**src/rtl/tmds_pkg.sv**
```systemverilog
// rtl/tmds_pkg.sv - TMDS control tokens, FSM state encoding and data-character decode
package tmds_pkg;

  localparam logic [9:0] TOKEN_C00 = 10'b1101010100;
  localparam logic [9:0] TOKEN_C01 = 10'b0010101011;
  localparam logic [9:0] TOKEN_C10 = 10'b0101010100;
  localparam logic [9:0] TOKEN_C11 = 10'b1010101011;

  typedef enum logic [1:0] {
    ST_SEARCH = 2'd0,
    ST_SLIP   = 2'd1,
    ST_WAIT   = 2'd2,
    ST_LOCKED = 2'd3
  } tmds_state_e;

  function automatic logic is_token(input logic [9:0] d);
    return (d == TOKEN_C00) || (d == TOKEN_C01) || (d == TOKEN_C10) || (d == TOKEN_C11);
  endfunction

  function automatic logic [1:0] token_c(input logic [9:0] d);
    logic [1:0] r;
    case (d)
      TOKEN_C01: r = 2'b01;
      TOKEN_C10: r = 2'b10;
      TOKEN_C11: r = 2'b11;
      default:   r = 2'b00;
    endcase
    return r;
  endfunction

  // Undo the optional inversion (bit 9), then the XOR/XNOR chain selected by bit 8.
  function automatic logic [7:0] tmds_decode(input logic [9:0] d);
    logic [7:0] q;
    logic [7:0] r;
    q    = d[9] ? ~d[7:0] : d[7:0];
    r[0] = q[0];
    for (int i = 1; i < 8; i++) begin
      r[i] = d[8] ? (q[i] ^ q[i-1]) : ~(q[i] ^ q[i-1]);
    end
    return r;
  endfunction

endpackage

```
**src/rtl/tmds_decoder.sv**
```systemverilog
// rtl/tmds_decoder.sv - one TMDS channel: word alignment via bitslip search and 2-stage character decode
module tmds_decoder
  import tmds_pkg::*;
#(
  parameter int LOCK_RUN     = 8,
  parameter int SLIP_TIMEOUT = 1024,
  parameter int SLIP_WAIT    = 16,
  parameter int LOSS_TIMEOUT = 65536
) (
  input  logic       clk,
  input  logic       rst_n,
  input  logic [9:0] din,
  output logic       bitslip,
  output logic       aligned,
  output logic       de,
  output logic [1:0] c,
  output logic [7:0] dout
);

  localparam int TMAX_A = (SLIP_TIMEOUT > SLIP_WAIT) ? SLIP_TIMEOUT : SLIP_WAIT;
  localparam int TMAX   = (LOSS_TIMEOUT > TMAX_A) ? LOSS_TIMEOUT : TMAX_A;
  localparam int TW     = (TMAX > 1) ? $clog2(TMAX) : 1;
  localparam int RW     = $clog2(LOCK_RUN + 1);

  localparam logic [1:0] SEARCH = ST_SEARCH;
  localparam logic [1:0] SLIP   = ST_SLIP;
  localparam logic [1:0] WAIT   = ST_WAIT;
  localparam logic [1:0] LOCKED = ST_LOCKED;

  logic [9:0]    d1;
  logic [RW-1:0] run, run_nxt;
  logic [TW-1:0] timer, timer_nxt;
  logic [1:0]    state, state_nxt;
  logic          tok1, run_full;

  assign tok1     = is_token(d1);
  assign run_full = (run == RW'(LOCK_RUN));

  always_comb begin
    state_nxt = state;
    timer_nxt = timer;
    run_nxt   = !tok1 ? '0 : (run_full ? run : run + RW'(1));
    case (state)
      SEARCH: begin
        // A completed token run takes priority over a due slip.
        if (run_full) begin
          state_nxt = LOCKED;
          timer_nxt = '0;
        end else if (timer == TW'(SLIP_TIMEOUT - 1)) begin
          state_nxt = SLIP;
          timer_nxt = '0;
        end else begin
          timer_nxt = timer + TW'(1);
        end
      end
      SLIP: begin
        state_nxt = WAIT;
        timer_nxt = '0;
        run_nxt   = '0;
      end
      WAIT: begin
        run_nxt = '0;
        if (timer == TW'(SLIP_WAIT - 1)) begin
          state_nxt = SEARCH;
          timer_nxt = '0;
        end else begin
          timer_nxt = timer + TW'(1);
        end
      end
      default: begin
        if (run_full) begin
          timer_nxt = '0;
        end else if (timer == TW'(LOSS_TIMEOUT - 1)) begin
          state_nxt = SEARCH;
          timer_nxt = '0;
        end else begin
          timer_nxt = timer + TW'(1);
        end
      end
    endcase
  end

  // Outputs are qualified by the next state so they never lag aligned.
  always_ff @(posedge clk or negedge rst_n) begin
    if (!rst_n) begin
      d1      <= '0;
      run     <= '0;
      timer   <= '0;
      state   <= SEARCH;
      aligned <= 1'b0;
      bitslip <= 1'b0;
      de      <= 1'b0;
      c       <= 2'b00;
      dout    <= 8'h00;
    end else begin
      d1      <= din;
      run     <= run_nxt;
      timer   <= timer_nxt;
      state   <= state_nxt;
      aligned <= (state_nxt == LOCKED);
      bitslip <= (state_nxt == SLIP);
      if (state_nxt != LOCKED) begin
        de   <= 1'b0;
        c    <= 2'b00;
        dout <= 8'h00;
      end else if (tok1) begin
        de   <= 1'b0;
        c    <= token_c(d1);
        dout <= 8'h00;
      end else begin
        de   <= 1'b1;
        dout <= tmds_decode(d1);
      end
    end
  end

endmodule

```
**config.mk**
```make
export PLATFORM = sky130hd
export DESIGN_NAME = tmds_decoder
export DESIGN_NICKNAME = d
export VERILOG_FILES = /design/src/rtl/tmds_pkg.sv /design/src/rtl/tmds_decoder.sv
export SDC_FILE = /design/constraint.sdc
export NUM_CORES = 1
export LEC_CHECK = 0
export ABC_CLOCK_PERIOD_IN_PS = 3300
export CORE_ASPECT_RATIO = 2
export CORE_MARGIN = 1
export CORE_UTILIZATION = 50
export DETAILED_ROUTE_END_ITERATION = 16
export PLACE_DENSITY = 0.72
export SLEW_MARGIN = 20
export SYNTH_ARGS = -nofsm -noshare
export SYNTH_HDL_FRONTEND = slang
export SYNTH_SLANG_ARGS = --single-unit
```
**constraint.sdc**
```tcl
create_clock -name clk -period 3.3 [get_ports clk]
set_clock_uncertainty 0.1 [all_clocks]
set_input_delay 0.66 -clock clk [delete_from_list [all_inputs] [get_ports clk]]
set_output_delay 0.66 -clock clk [all_outputs]
set_load 0.05 [all_outputs]
```
==> impl_metrics.json, run 1 <==
{
  "status": "complete, no violations",
  "grt.overflow.total": 0,
  "drt-pass1-iter-count": 4,
  "leakage_nw": 1.07,
  "clk_latency_ns": 0.30,
  "cts_sinks": 45,
  "timing.hold.ws_ns": 0.251,
  "grt_use_met2_pct": 37.7,
  "fmax_mhz": 429,
  "syn_avg_cell_area_um2": 11.3,
  "yosysTopAreaCell": "dfrtp_1",
  "met3_usage_pct": 4.42,
  "crit_fanout": 14,
  "io_buffers": 24,
  "end_kind": "flop",
  "route.vias.total": 1549,
  "r2r_setup_slack_ns": 0.97,
  "grt_use_met1_pct": 19.0,
  "worstPathRequired_ns": 3.35,
  "fp.dieH_um": 96.3,
  "place.gp.congestion": 0.779,
  "yosysMostFrequentCell": "dfrtp_1",
  "regArea_um2": 1130,
  "cts_root_buf": "clkbuf_8",
  "p_total_uw": 950,
  "synth_edf_count": 0,
  "r2r-start": "timer[0]",
  "syn_area_um2": 2220,
  "synth_cells": 197,
  "yosysSeqAreaShare_pct": 50.6,
  "core-area_um2": 4300,
  "h-tree-depth": 2,
  "stdcell_count": 278,
  "cts_buffers": 5,
  "synth.distinct_cells": 42,
  "synth_top_area_share_pct": 50.6,
  "area.growth.synth_to_final_pct": 16.0,
  "critPathLaunchType": "flop",
  "ir_worst_vdd_mv": 0.311,
  "placedCellCount": 270,
  "hold_path.class": "input pin to asynchronous set/reset pin",
  "drv_slew": 0,
  "cts_tree": "done",
  "rows": 34,
  "worstRegToRegCells": 6,
  "grt_pass1_vias": 1561,
  "wl_um": 4100,
  "post-route-drc-count": 0,
  "detail-route-antenna-nets": 0,
  "die-width_um": 49.2,
  "dieArea_um2": 4740,
  "drt-initial-drc-count": 21,
  "grt_max_degree": 46,
  "rsz0062_at_grt": "no",
  "cts_setup_buffers": 0,
  "grt_pass1_wl_um": 6900,
  "syn_nets": 216,
  "synth.top_cells.by_count": "45 x dfrtp_1, 29 x nor2_1, 21 x xnor2_1",
  "ctsResizeCount": 0,
  "tns_ns": 0,
  "yosysWarnings": 0,
  "holdBufCountCts": 0,
  "synth-async-reset-ratio_pct": 100,
  "layout-drive-gt1-share_pct": 11.2,
  "crit_arrival_ns": 2.38,
  "fillers": 377,
  "routedWlPerCell_um": 14.7,
  "top_usage_layer": "met2",
  "multi_input_area_um2": 1030,
  "synth_area_leaders": "dfrtp_1 51%, xnor2_1 8.3%, nor2_1 4.9%, ha_1 3.9%, xor2_1 3.1%",
  "synthFlopType": "dfrtp_1",
  "io_pins": 25,
  "worstMarginPinSlew_ns": 0.784,
  "cap_violations": 0,
  "critPathKind": "flop to flop",
  "dp_hpwl_um": 3030,
  "min_period_over_period_pct": 70.7,
  "finalHoldViolations": 0,
  "routed_via_density": 5.57,
  "powerDensity_nw_per_um2": 368,
  "relSlewSlack_pct": 47.6,
  "nets": 242,
  "diodes": 0,
  "antenna_found_initial": 0,
  "clkTransAtPathRegs_ns": 0.08,
  "setup-violations-final": 0,
  "min_period_ns": 2.33,
  "grt_use_total_pct": 20.0,
  "ys_ff_latch": 45,
  "start_util_pct": 51.8,
  "clockBufferDepth": 2,
  "timing.rr.end": "dout[3]"
}
[flip-flops by register name, indices dropped and copies added (netlist names)]
register / flops
dout: 8
bitslip: 1
d1: 10
run: 4
de: 1
c: 2
aligned: 1
timer: 16
state: 2
[placed cells by master, fill, tap and decap left out, types with 2 or more instances in the layout]
cell and instances:
clkdlybuf4s50_1 23, nor4b_1 4, dfrtp_1 45, nor2_1 29, and4_2 2, clkinv_2 2
nor2b_1 3, nand4_1 4, a21oi_1 3, nor3_1 8, nand2b_1 2, inv_1 8
a22o_1 2, xnor2_1 21, nand3_1 7, and4_1 3, xor2_1 8, nor4_4 3
buf_4 2, nand2_1 8, and3_2 2, clkbuf_8 5, ha_1 7, nor4_1 3
nor4b_2 2
[stage by stage]
step / cell area [um^2] / worst slack, ns / util (%)
floorplan: 2220 / 1.37 / -
global placement: 2490 / 1.04 / 58.0
detailed placement: 2490 / 0.949 / 58.0
CTS: 2580 / 0.922 / 60.0
global route: 2580 / 0.731 / 60.1
finish: 2580 / 0.967 / 60.1
[layer usage]
metal	vias to the layer above	routed length, um
met5	-	0
met1	764	1460
met3	15	102
met4	0	176
met2	34	2360
li1	736	-
[worst max path at each step]
stage                 to  cells past startpoint     start
2_1_floorplan  timer[10]                      7  timer[0]
3_5_place_dp     dout[3]                      6  timer[0]
4_1_cts          dout[3]                      6  timer[0]
6_report         dout[3]                      6  timer[0]
5_1_grt          dout[2]                      6  timer[0]
3_3_place_gp     dout[1]                      6  timer[0]
[report_power, final]
part / switching [mW] / internal (mW) / leakage [nW]
clock: 0.190 / 0.146 / 0.0439
combinational: 0.0225 / 0.0254 / 0.437
sequential: 0.00863 / 0.557 / 0.591
total: 0.221 / 0.729 / 1.07
[worst max-delay path, stage by stage, from the launching register on]
cell      delay, ns
dfrtp_1        0.40
ha_1           0.21
nand3_1        0.12
nor3_2         0.34
nand4_1        0.20
o211ai_2       0.69
nor4b_1        0.13
[final cells by class]
class,instances,share of cell area [%]
Clock buffer,5,2.67
Timing Repair Buffer,25,9.50
Sequential cell,45,43.6
Multi-Input combinational cell,138,39.7
Inverter,8,1.16
Clock inverter,3,0.679
Tap cell,54,2.62
[kinds of logic after synthesis]
| group | after synthesis | synth area share [%] |
|---|---|---|
| simple gates | 90 | 26.4 |
| flops | 45 | 50.6 |
| xor+xnor | 29 | 11.4 |
| buf+inv | 14 | 3.26 |
| compound gates | 12 | 4.33 |
| fa+ha+maj | 7 | 3.94 |
(Power assumes the default switching activity.)
==> inputs of run 2 (changes only) <==
--- a/config.mk
+++ b/config.mk
@@ -5,7 +5,7 @@
 export SDC_FILE = /design/constraint.sdc
 export NUM_CORES = 1
 export LEC_CHECK = 0
-export ABC_CLOCK_PERIOD_IN_PS = 3300
+export ABC_CLOCK_PERIOD_IN_PS = 2300
 export CORE_ASPECT_RATIO = 2
 export CORE_MARGIN = 1
 export CORE_UTILIZATION = 50
==> constraint.sdc (replaced) <==
create_clock -name clk -period 2.3 [get_ports clk]
set_clock_uncertainty 0.1 [all_clocks]
set_input_delay 0.46 -clock clk [delete_from_list [all_inputs] [get_ports clk]]
set_output_delay 0.46 -clock clk [all_outputs]
set_load 0.05 [all_outputs]
==> run 2 against run 1 <==
Compared with the run above:
- die area stayed put
- register-to-register slack worse by 0.80 ns
- global-route usage is 0.33 points lower
- largest power group unchanged
- combinational power is 50% higher
==> impl_metrics.json, run 2 (same netlist as run 1, synthesis figures left out) <==
{
  "r2r-start": "timer[10]",
  "min_period_ns": 2.13,
  "final_common_cell": "dfrtp_1",
  "r2r_setup_slack_ns": 0.17,
  "wl_met3_um": 100,
  "place_area_um2": 2550,
  "leakage_nw": 1.09,
  "routed_via_density": 5.37,
  "rsz0062_at_grt": "no",
  "dieArea_um2": 4740,
  "worstRegToRegCells": 6,
  "drv_slew": 0,
  "detail-route-antenna-nets": 0,
  "cp_num_buf_inv": 1,
  "crit_fanout": 14,
  "crit_arrival_ns": 2.22,
  "ir_worst_vdd_mv": 0.456,
  "drt-pass1-iter-count": 4,
  "grt_max_degree": 24,
  "cts_tree": "done",
  "die-width_um": 49.2,
  "route.vias.total": 1503,
  "clk_latency_ns": 0.29,
  "min_period_over_period_pct": 92.8,
  "drt-initial-drc-count": 16,
  "io_buffers": 24,
  "met2_length_um": 2390,
  "rows": 34,
  "core-area_um2": 4300,
  "diodes": 0,
  "io_pins": 25,
  "slowest_stage": "dfrtp_1",
  "dp_hpwl_um": 3180,
  "critPathLaunchType": "flop",
  "ctsResizeCount": 0,
  "cts_root_buf": "clkbuf_8",
  "hold_path.class": "input pin to asynchronous set/reset pin",
  "grt_use_total_pct": 19.7,
  "grt.overflow.total": 0,
  "critPathKind": "flop to flop",
  "largest_reg_flops": 16,
  "grt_pass1_vias": 1550,
  "h-tree-depth": 2,
  "cts_sinks": 45,
  "cp_cell_sequence": "nor4_4, nand4_2, a31oi_1, o211ai_2, buf_4, nor4b_1",
  "layout-drive-gt1-share_pct": 11.9,
  "status": "complete, no violations",
  "antenna_found_initial": 0,
  "start_util_pct": 51.8,
  "cap_violations": 0,
  "crit_family": "simple AND/OR/NAND/NOR gates",
  "holdBufCountCts": 0,
  "fp.dieH_um": 96.3,
  "end_kind": "flop",
  "met1Wirelength_um": 1480,
  "wl_um": 4100,
  "relSlewSlack_pct": 50.0,
  "stdcell_area_um2": 2620,
  "setup-violations-final": 0,
  "routed.top_layer": "met4",
  "worstPathRequired_ns": 2.39,
  "cts_setup_buffers": 0,
  "tns_ns": 0,
  "clockBufferDepth": 2,
  "clkTransAtPathRegs_ns": 0.08,
  "fmax_mhz": 469,
  "layout_common_cells": "45 x dfrtp_1, 29 x nor2_1, 23 x clkdlybuf4s50_1",
  "place.gp.congestion": 0.773,
  "grt_pass1_wl_um": 6890,
  "max_stage_delay_ns": 0.47,
  "post-route-drc-count": 0,
  "routedWlPerCell_um": 14.6,
  "area.growth.synth_to_final_pct": 17.8,
  "worstMarginPinSlew_ns": 0.748,
  "nets": 246,
  "powerDensity_nw_per_um2": 508,
  "reg_top3": "timer x16, d1 x10, dout x8",
  "finalHoldViolations": 0,
  "cts_buffers": 5,
  "regMostFlops": "timer",
  "timing.rr.end": "dout[7]"
}
## run 2: power by group
group          switching (mW)  internal (mW)
registers              0.0122          0.799
clock network           0.249          0.200
logic                  0.0324         0.0393
## run 2: metal layers
metal  vias to the layer above  GRT usage [%]
met3                        11           3.79
met5                         -              0
li1                        737              -
met4                         0           10.3
met2                        30           38.7
met1                       725           18.5
## run 2: area by class of cell
| class | instances | area, um^2 |
|---|---|---|
| fillers | 375 | 1680 |
| clock buffers | 5 | 68.8 |
| multi-input cells | 138 | 1030 |
| clock inverters | 1 | 5.00 |
| inverters | 8 | 30.0 |
| repair buffers | 29 | 298 |
| well taps | 54 | 67.6 |
| flip-flops and latches | 45 | 1130 |
## run 2: through the flow
step | instances | worst slack, ns | util, % | hold slack (ns) | power, mW
after CTS | 280 | 0.167 | 61.0 | 0.0497 | 1.35
final | 280 | 0.166 | 61.0 | 0.0281 | 1.33
after floorplan | 197 | 0.370 | - | 0.0644 | 0.860
after global placement | 274 | 0.251 | 59.3 | 0.356 | 0.900
after detailed placement | 274 | 0.181 | 59.3 | 0.371 | 0.902
after global routing | 280 | 0.00306 | 61.0 | 0.0747 | 1.38
## run 2: worst max path at each step
| stage | start | end | slack (ns) | depth (start not counted) |
|---|---|---|---|---|
| after floorplan | timer[0] | timer[10] | 0.37 | 7 |
| after global placement | timer[10] | dout[6] | 0.25 | 6 |
| after detailed placement | timer[10] | dout[3] | 0.18 | 6 |
| after CTS | timer[10] | dout[5] | 0.17 | 6 |
| after global routing | timer[10] | dout[1] | 0.003 | 6 |
| final | timer[10] | dout[7] | 0.17 | 6 |
==> inputs of run 3 (changes only) <==
--- a/config.mk
+++ b/config.mk
@@ -5,7 +5,7 @@
 export SDC_FILE = /design/constraint.sdc
 export NUM_CORES = 1
 export LEC_CHECK = 0
-export ABC_CLOCK_PERIOD_IN_PS = 2300
+export ABC_CLOCK_PERIOD_IN_PS = 2600
 export CORE_ASPECT_RATIO = 2
 export CORE_MARGIN = 1
 export CORE_UTILIZATION = 50
==> constraint.sdc (replaced) <==
create_clock -name clk -period 2.6 [get_ports clk]
set_clock_uncertainty 0.1 [all_clocks]
set_input_delay 0.52 -clock clk [delete_from_list [all_inputs] [get_ports clk]]
set_output_delay 0.52 -clock clk [all_outputs]
set_load 0.05 [all_outputs]
==> run 3 against run 2 <==
Compared with the run above:
- clock power is 3% lower
- hold slack improved by 0.37 ns
- power is 8.5% lower
- core utilization is essentially flat
- largest cell class unchanged
==> impl_metrics.json, run 3 (same netlist as run 1, synthesis figures left out) <==
{
  "min_period_ns": 2.12,
  "final_common_cell": "dfrtp_1",
  "swShare_pct": 23.5,
  "worstPathRequired_ns": 1.98,
  "cap_violations": 0,
  "drt-initial-drc-count": 17,
  "seq_power_share_pct": 58.9,
  "layout-drive-gt1-share_pct": 12.7,
  "leakage_nw": 1.10,
  "max_stage_delay_ns": 0.81,
  "h-tree-depth": 2,
  "largest_reg_flops": 16,
  "holdBufCountCts": 1,
  "core-area_um2": 4300,
  "critPathKind": "flop to output pin",
  "diodes": 0,
  "ir_worst_vdd_mv": 0.413,
  "min_period_over_period_pct": 81.6,
  "finalHoldViolations": 0,
  "crit_fanout": 3,
  "critPathLaunchType": "flop",
  "clk_latency_ns": 0.30,
  "setup-violations-final": 0,
  "nets": 247,
  "crit_arrival_ns": 1.50,
  "grt_max_degree": 24,
  "status": "complete, no violations",
  "routedWlPerCell_um": 14.7,
  "cts_tree": "done",
  "dp_hpwl_um": 3210,
  "clkTransAtPathRegs_ns": 0.09,
  "worstMarginPinSlew_ns": 0.727,
  "area.growth.synth_to_final_pct": 17.9,
  "cp_num_buf_inv": 1,
  "grt.overflow.total": 0,
  "tns_ns": 0,
  "routed_via_density": 5.49,
  "fp.dieH_um": 96.3,
  "p_clk_share_pct": 35.9,
  "ctsResizeCount": 0,
  "fmax_mhz": 471,
  "hold_path.class": "flop to flop",
  "drt-pass1-iter-count": 5,
  "cts_root_buf": "clkbuf_8",
  "p_comb_share_pct": 5.2,
  "clockBufferDepth": 2,
  "cts_setup_buffers": 0,
  "cts_buffers": 5,
  "detail-route-antenna-nets": 0,
  "stdcell_area_um2": 2620,
  "io_pins": 25,
  "place.gp.congestion": 0.792,
  "cts_sinks": 45,
  "drv_slew": 0,
  "regMostFlops": "timer",
  "relSlewSlack_pct": 51.3,
  "grt_pass1_wl_um": 7190,
  "grt_pass1_vias": 1594,
  "wl_um": 4170,
  "layout_common_cells": "45 x dfrtp_1, 29 x nor2_1, 23 x clkdlybuf4s50_1",
  "dieArea_um2": 4740,
  "cp_cell_sequence": "clkdlybuf4s50_1",
  "r2r_setup_slack_ns": 0.49,
  "fin_util_pct": 61.0,
  "antenna_found_initial": 0,
  "grt_use_total_pct": 20.7,
  "route.vias.total": 1555,
  "reg_top3": "timer x16, d1 x10, dout x8",
  "start_util_pct": 51.8,
  "p_switching_uw": 286,
  "powerDensity_nw_per_um2": 465,
  "slowest_stage": "clkdlybuf4s50_1",
  "power.internal_uw": 933,
  "end_kind": "output pin",
  "io_buffers": 24,
  "rsz0062_at_grt": "no",
  "place_area_um2": 2520,
  "rows": 34,
  "post-route-drc-count": 0,
  "die-width_um": 49.2,
  "crit_family": "buffers and inverters"
}
-- run 3: cell types whose count changed in the layout (fill, tap and decap cells not counted), sizes merged --
cell         before  now
clkinvlp          0    1
dlygate4sd3       0    1
inv               8    9
-- run 3: worst register-to-register path, delay by kind of cell (launching register included) --
kind                       cells  cell delay (ns)
buffers and inverters          1             0.20
adders and majority gates      1             0.24
DFF                            1             0.41
AOI/OAI and AO/OA              1             0.24
and+or+nand+nor                4             0.81
-- run 3: worst paths after layout --
path | cells past startpoint | from | end
setup reg to reg | 7 | timer[0] | dout[2]
max in group asynchronous | 3 | rst_n | d1[7]
hold reg to reg | 1 | timer[0] | timer[0]
setup / recovery | 1 | c[1] | c[1]
hold / removal | 1 | timer[0] | timer[0]
min in group asynchronous | 2 | rst_n | timer[5]
-- run 3: per-layer routing --
layer  track usage [%]  up-vias  share of wire (%)
met5                 0        -                  0
met2              39.6       38                 58
met1              20.2      751                 35
li1                  -      748                  -
met4              13.2        0                4.1
met3              2.84       18                2.4
-- run 3: through the flow --
step,setup slack (ns),total power [mW],instances,hold slack (ns)
6_report,0.479,1.22,283,0.400
5_1_grt,0.269,1.27,283,0.417
4_1_cts,0.465,1.24,283,0.394
3_5_place_dp,0.484,0.797,274,0.211
3_3_place_gp,0.557,0.795,274,0.211
2_1_floorplan,0.670,0.760,197,0.124
-- run 3: power groups by stage --
stage | combinational [mW] | sequential [mW] | clock (mW)
2_1_floorplan | 0.0321 | 0.728 | 0
3_3_place_gp | 0.0630 | 0.732 | 0
3_5_place_dp | 0.0647 | 0.732 | 0
4_1_cts | 0.0658 | 0.718 | 0.458
5_1_grt | 0.0714 | 0.719 | 0.482
6_report | 0.0638 | 0.718 | 0.437
-- run 3: final cells by class --
cell class / count / area (um^2)
fillers: 365 / 1670
flip-flops and latches: 45 / 1130
multi-input cells: 138 / 1030
repair buffers: 30 / 283
clock buffers: 5 / 68.8
well taps: 54 / 67.6
inverters: 8 / 30.0
clock inverters: 3 / 21.3
